$ cat config.mk
export PLATFORM = sky130hd
export DESIGN_NAME = writeback_unit
export DESIGN_NICKNAME = d
export VERILOG_FILES = /design/src/rtl/writeback_unit_pkg.sv /design/src/rtl/writeback_unit_fifo.sv /design/src/rtl/writeback_unit.sv
export SDC_FILE = /design/constraint.sdc
export NUM_CORES = 2
export LEC_CHECK = 0
export CORE_UTILIZATION = 65
export DETAILED_ROUTE_END_ITERATION = 6
export GPL_ROUTABILITY_DRIVEN = 1
export PLACE_DENSITY_LB_ADDON = 0.05
export SLEW_MARGIN = 10
export SYNTH_ARGS = -nofsm -noshare
export SYNTH_HDL_FRONTEND = slang
export SYNTH_SLANG_ARGS = --single-unit
$ cat constraint.sdc
create_clock -name clock_i -period 7.82 [get_ports clock_i]
set_input_delay 1.564 -clock clock_i [delete_from_list [all_inputs] [get_ports clock_i]]
set_output_delay 1.564 -clock clock_i [all_outputs]
set_load 0.02 [all_outputs]
$ cat src/rtl/writeback_unit_pkg.sv
// Shared widths and the write-buffer entry layout for the writeback unit.
package writeback_unit_pkg;

   localparam int WORD_W     = 16;
   localparam int REG_ADDR_W = 5;
   localparam int BANK_SEL_W = 6;

   typedef struct packed {
      logic [BANK_SEL_W-1:0] bank;
      logic [REG_ADDR_W-1:0] addr;
      logic [WORD_W-1:0]     data;
   } wb_entry_t;

endpackage

$ cat src/rtl/writeback_unit_fifo.sv
// In-order write buffer; exposes every slot plus the read pointer so the
// top level can forward the youngest pending value for a register.
module wb_fifo
   import writeback_unit_pkg::*;
#(
   parameter int DEPTH = 4,
   localparam int PW = $clog2(DEPTH),
   localparam int CW = PW + 1
) (
   input  logic                  clk,
   input  logic                  rst_n,
   input  logic                  push,
   input  logic                  pop,
   input  wb_entry_t             push_entry,
   output wb_entry_t             head,
   output logic                  full,
   output logic                  empty,
   output logic [CW-1:0]         count,
   output logic [PW-1:0]         rd_ptr,
   output wb_entry_t [DEPTH-1:0] entries
);

   wb_entry_t [DEPTH-1:0] mem_r;
   logic [PW-1:0]         wr_ptr_r;
   logic [PW-1:0]         rd_ptr_r;
   logic [CW-1:0]         count_r;

   // Storage, pointers and occupancy; caller guarantees push/pop legality.
   always_ff @(posedge clk or negedge rst_n) begin
      if (!rst_n) begin
         mem_r    <= '0;
         wr_ptr_r <= '0;
         rd_ptr_r <= '0;
         count_r  <= '0;
      end else begin
         if (push) begin
            mem_r[wr_ptr_r] <= push_entry;
            wr_ptr_r        <= wr_ptr_r + PW'(1'b1);
         end
         if (pop) begin
            rd_ptr_r <= rd_ptr_r + PW'(1'b1);
         end
         case ({push, pop})
            2'b10:   count_r <= count_r + CW'(1'b1);
            2'b01:   count_r <= count_r - CW'(1'b1);
            default: count_r <= count_r;
         endcase
      end
   end

   assign head    = mem_r[rd_ptr_r];
   assign full    = (count_r == CW'(DEPTH));
   assign empty   = (count_r == CW'(1'b0));
   assign count   = count_r;
   assign rd_ptr  = rd_ptr_r;
   assign entries = mem_r;

endmodule

$ cat src/rtl/writeback_unit.sv
// Banked register file fed by an execute-stage write buffer and a load-return
// port that owns the single write port; reads forward from pending writes.
module writeback_unit
   import writeback_unit_pkg::*;
#(
   parameter int NUM_BANKS = 4,
   parameter int BUF_DEPTH = 4
) (
   input  logic                        clock_i,
   input  logic                        reset_i,
   input  logic                        wbEnable_i,
   input  logic [REG_ADDR_W-1:0]       wbAddress_i,
   input  logic [WORD_W-1:0]           wbData_i,
   input  logic [BANK_SEL_W-1:0]       regBankSelect_i,
   input  logic                        ldWe_i,
   input  logic [BANK_SEL_W-1:0]       ldBank_i,
   input  logic [REG_ADDR_W-1:0]       ldAddr_i,
   input  logic [WORD_W-1:0]           ldData_i,
   input  logic [BANK_SEL_W-1:0]       rdBank_i,
   input  logic [REG_ADDR_W-1:0]       rdAddrA_i,
   input  logic [REG_ADDR_W-1:0]       rdAddrB_i,
   output logic [WORD_W-1:0]           rdDataA_o,
   output logic [WORD_W-1:0]           rdDataB_o,
   output logic                        stall_o,
   output logic [$clog2(BUF_DEPTH):0]  count_o,
   output logic                        overflow_o
);

   localparam int BW      = (NUM_BANKS > 1) ? $clog2(NUM_BANKS) : 1;
   localparam int IDX_W   = BW + REG_ADDR_W;
   localparam int RF_SIZE = 1 << IDX_W;
   localparam int PW      = $clog2(BUF_DEPTH);
   localparam int CW      = PW + 1;
   localparam logic [BANK_SEL_W-1:0] BANK_MASK = BANK_SEL_W'(NUM_BANKS - 1);

   // Flat regfile index; only the low bank bits select a physical bank.
   function automatic logic [IDX_W-1:0] rf_index(input logic [BANK_SEL_W-1:0] bank,
                                                 input logic [REG_ADDR_W-1:0] addr);
      return {bank[BW-1:0], addr};
   endfunction

   logic [WORD_W-1:0]         rf_r [RF_SIZE];
   wb_entry_t                 push_entry_s;
   wb_entry_t                 head_s;
   wb_entry_t [BUF_DEPTH-1:0] entries_s;
   logic [CW-1:0]             count_s;
   logic [PW-1:0]             rd_ptr_s;
   logic                      full_s, empty_s, pop_s, push_ok_s, drop_s;
   logic                      we_s;
   logic [IDX_W-1:0]          widx_s, idx_a_s, idx_b_s, push_idx_s, ld_idx_s;
   logic [WORD_W-1:0]         wdata_s, fwd_a_s, fwd_b_s, buf_data_a_s, buf_data_b_s;
   logic                      buf_hit_a_s, buf_hit_b_s;
   logic                      overflow_r;
   logic [WORD_W-1:0]         rd_a_r, rd_b_r;

   assign push_entry_s = '{bank: regBankSelect_i & BANK_MASK, addr: wbAddress_i, data: wbData_i};
   assign pop_s        = !ldWe_i && !empty_s;
   assign push_ok_s    = wbEnable_i && (!full_s || pop_s);
   assign drop_s       = wbEnable_i && full_s && !pop_s;
   assign idx_a_s      = rf_index(rdBank_i, rdAddrA_i);
   assign idx_b_s      = rf_index(rdBank_i, rdAddrB_i);
   assign push_idx_s   = rf_index(regBankSelect_i, wbAddress_i);
   assign ld_idx_s     = rf_index(ldBank_i, ldAddr_i);

   wb_fifo #(.DEPTH(BUF_DEPTH)) u_fifo (
      .clk        (clock_i),
      .rst_n      (reset_i),
      .push       (push_ok_s),
      .pop        (pop_s),
      .push_entry (push_entry_s),
      .head       (head_s),
      .full       (full_s),
      .empty      (empty_s),
      .count      (count_s),
      .rd_ptr     (rd_ptr_s),
      .entries    (entries_s)
   );

   // Write-port arbitration: a load always wins and holds the buffer back.
   always_comb begin
      if (ldWe_i) begin
         we_s    = 1'b1;
         widx_s  = ld_idx_s;
         wdata_s = ldData_i;
      end else if (pop_s) begin
         we_s    = 1'b1;
         widx_s  = rf_index(head_s.bank, head_s.addr);
         wdata_s = head_s.data;
      end else begin
         we_s    = 1'b0;
         widx_s  = '0;
         wdata_s = '0;
      end
   end

   // Operand forwarding: scan oldest to youngest so the last hit is the youngest.
   always_comb begin : fwd
      logic [PW-1:0]    slot;
      logic [IDX_W-1:0] ent_idx;
      logic             live;
      buf_hit_a_s  = 1'b0;
      buf_hit_b_s  = 1'b0;
      buf_data_a_s = '0;
      buf_data_b_s = '0;
      slot         = rd_ptr_s;
      ent_idx      = '0;
      live         = 1'b0;
      for (int k = 0; k < BUF_DEPTH; k++) begin
         slot         = rd_ptr_s + PW'(k);
         ent_idx      = rf_index(entries_s[slot].bank, entries_s[slot].addr);
         live         = (CW'(k) < count_s);
         buf_data_a_s = (live && ent_idx == idx_a_s) ? entries_s[slot].data : buf_data_a_s;
         buf_data_b_s = (live && ent_idx == idx_b_s) ? entries_s[slot].data : buf_data_b_s;
         buf_hit_a_s  = buf_hit_a_s | (live && ent_idx == idx_a_s);
         buf_hit_b_s  = buf_hit_b_s | (live && ent_idx == idx_b_s);
      end
      if (push_ok_s && push_idx_s == idx_a_s) fwd_a_s = wbData_i;
      else if (buf_hit_a_s)                   fwd_a_s = buf_data_a_s;
      else if (ldWe_i && ld_idx_s == idx_a_s) fwd_a_s = ldData_i;
      else                                    fwd_a_s = rf_r[idx_a_s];
      if (push_ok_s && push_idx_s == idx_b_s) fwd_b_s = wbData_i;
      else if (buf_hit_b_s)                   fwd_b_s = buf_data_b_s;
      else if (ldWe_i && ld_idx_s == idx_b_s) fwd_b_s = ldData_i;
      else                                    fwd_b_s = rf_r[idx_b_s];
   end

   // Register file storage.
   always_ff @(posedge clock_i or negedge reset_i) begin
      if (!reset_i) begin
         for (int i = 0; i < RF_SIZE; i++) rf_r[i] <= '0;
      end else if (we_s) begin
         rf_r[widx_s] <= wdata_s;
      end
   end

   // Registered operands and the sticky drop flag.
   always_ff @(posedge clock_i or negedge reset_i) begin
      if (!reset_i) begin
         rd_a_r     <= '0;
         rd_b_r     <= '0;
         overflow_r <= 1'b0;
      end else begin
         rd_a_r     <= fwd_a_s;
         rd_b_r     <= fwd_b_s;
         overflow_r <= overflow_r | drop_s;
      end
   end

   assign rdDataA_o  = rd_a_r;
   assign rdDataB_o  = rd_b_r;
   assign overflow_o = overflow_r;
   assign count_o    = count_s;
   assign stall_o    = full_s;

endmodule

==> impl_results.md <==
* Status: finished, violations left
* Violated checks: DRC
* Worst Setup End Kind: flip-flop
* Avg Cell Area, Syn at 11.0 um^2
* Proportion of layout cells with a drive suffix above 1 at 0.198
* Clk sinks at 2,180
* Fin Clk Skew at 0.0420 ns
* Max-slew violations at 0
* Largest area contributor in the netlist: dfrtp_1
* Chip width at 424 um
* # port buffers at 98
* Setup TNS at 0 ns
* Yosys top cell area share at 0.471
* Vias in the first global route at 90,900
* Num ports at 111
* Area Growth Syn to Fin at 9.49%
* Std cell rows at 154
* Die height at 424 um
* Distinct cells, synth at 98
* First-pass GRT wire length at 607 mm
* Fillers at 12,300
* Power Dens Cells at 375 nW/um^2
* CTS tree: yes
* Worst-Margin Slew at 1.41 ns
* Register area share after synthesis at 0.471
* Commonest non-fill, non-tap cells in the layout: dfrtp_1, nor2_1, a21oi_1
* Post-synth EDFFs at 0
* Routed length per instance at 32.8 um
* Core area at 176,000 um^2
* Clock transition at path regs at 0.06 ns
* Synthesized netlist cell count at 10,500
* Multi-input gate area at 57,000 um^2
* Commonest non-fill, non-tap cell in the layout: dfrtp_1
* Final wirelength at 416 mm
* Ys flop type: dfrtp_1
* Data arrival, critical path at 6.32 ns
* Unrepaired setup endpoints after global routing: no
* Antenna violations before repair at 27
* Largest net degree at the start of global routing at 173
* Drc violations at 69
* Max-cap check violation count at 0
* Initial Util at 0.656
* Post-Synth Simple-Gate Area at 0.0984
* Worst hold-check path type: flip-flop to flip-flop
* Tot Pwr at 47.5 mW
* Period utilisation layout at 0.706
* Iteration-0 DRC Markers at 14,000
* Clock tree buffer depth at 3
* Clk Latency, worst-skew pair at 0.90 ns
* CP Class: input port to flip-flop
* CP Launch Type: input port
* Vias at 93,000
* Root Buffer: clkbuf_16
* Worst EP required at 8.62 ns
* ANT nets after route at 0
* Final Non-Filler Cells at 12,700
* Largest family of logic cells by synthesized area: multiplexers
* DIE AREA at 180,000 um^2
* Synth Register Bits at 2,180
* Crit path max fanout at 29
* Mux share of post-synthesis cell area at 0.241
* Register Area at 54,600 um^2
* Final setup vio count at 0
* Via/cell ratio at 7.34
* Area contributors post-synth: dfrtp_1, mux4_2, a21oi_1, nor2_1, o21ai_0
* YS warnings at 0
* Leakage at 53.6 nW
* Cell count after placement at 12,200
* Final nets at 10,200
* RePlAce Congestion at 1.01
* Max frequency at 181 MHz
* Async SR Flop Fraction at 1.00
* Xor and xnor area share after synthesis at 0.00597
* Final Hold Violating Endpoints at 0
* Setup Buffers After CTS at 0
* Pre-antenna DRT Iters at 7
* Post-layout min period at 5.52 ns
* Synth Area in Compound Gates at 0.140
* Cts bufs inserted at 226
* H-tree Lvls at 4
* Slew HR at 0.0455
* DP Wirelength at 258 mm
* Adder-cell area share of the yosys netlist at 0.000757
* Overflow after GRT at 0
* # hold bufs at CTS at 0
* Worst-case vdd ir drop at 275 uV
* Final core utilization at 0.718
* Total Routing Usage GR at 0.467
* Post-Syn Nets at 10,600
* Syn Std Cell Area at 116,000 um^2
* Hold WS at 0.496 ns
* CTS resizes at 0
-- metal layers --
layer | part of all wire | GRT usage | vias up
met5 | 0.0014 | 0.00968 | -
met4 | 0.080 | 0.317 | 36
met3 | 0.14 | 0.166 | 1689
met2 | 0.43 | 0.659 | 6818
met1 | 0.34 | 0.610 | 46700
li1 | - | - | 37800
-- cell type report --
cell class / instances / area share
well taps: 2340 / 0.0231
repair buffers: 470 / 0.0336
flip-flops and latches: 2180 / 0.431
clock buffers: 332 / 0.0534
inverters: 18 / 0.000573
multi-input cells: 7236 / 0.450
clock inverters: 83 / 0.00889
diodes: 14 / 0.000276
-- sequential cells by signal (all words and copies together) (netlist names) --
signal,flops
rf_r,2048
u_fifo.entries,92
rdDataA_o,16
rdDataB_o,16
u_fifo.count,3
u_fifo.rd_ptr,2
u_fifo.wr_ptr_r,2
overflow_o,1
-- report_power, final --
part           leakage [nW]  switching, mW  internal [mW]
sequential             28.5           3.45           15.6
combinational          21.2           9.49           7.38
clock                  3.93           4.69           6.81
-- worst paths after layout --
path,start,to,slack [ns],depth (start not counted)
max reg2reg,u_fifo.count[1],rf_r[53],2.82,11
min in group asynchronous,reset_i,rf_r[683],0.69,1
max in group asynchronous,reset_i,rf_r[1879],5.08,3
min reg2reg,rf_r[772],rf_r[772],0.50,2
min,rf_r[772],rf_r[772],0.50,2
max,rdAddrB_i[4],rdDataB_o[5],2.30,10
-- through the flow --
stage,cell area [um^2],setup WS [ns]
2_1_floorplan,116000,3.55
3_3_place_gp,119000,2.01
3_5_place_dp,119000,1.97
4_1_cts,127000,2.90
5_1_grt,127000,2.44
6_report,127000,2.30
-- logic make-up (layout without fill, tap and decap cells) --
logic type      Yosys count  in the layout
buf+inv                1109            903
flops                  2180           2180
xor+xnor                 78             78
simple gates           2728           2728
compound gates         2893           2893
other cells               0             14
mux                    1530           1530
fa+ha+maj                 7              7
-- synthesized netlist by cell type, drive strengths merged (71+ instances only) --
master and count:
a21oi 1310, a22oi 113, buf 388, clkbuf 703, dfrtp 2180, mux2 123, mux2i 414, mux4 993
nand2 1033, nand3 93, nor2 1347, nor3 71, o21ai 971, o221ai 113, o22ai 137
-- critical path, cell delays in order --
cell	delay, ns
buf_4	0.60
or3_1	1.08
buf_4	0.46
buf_4	0.27
o221ai_1	0.16
nor4_1	1.07
a211oi_1	0.10
nor3_1	0.47
and3b_1	0.29
a211oi_1	0.19
No activity file was read; power rests on OpenSTA's default activity.
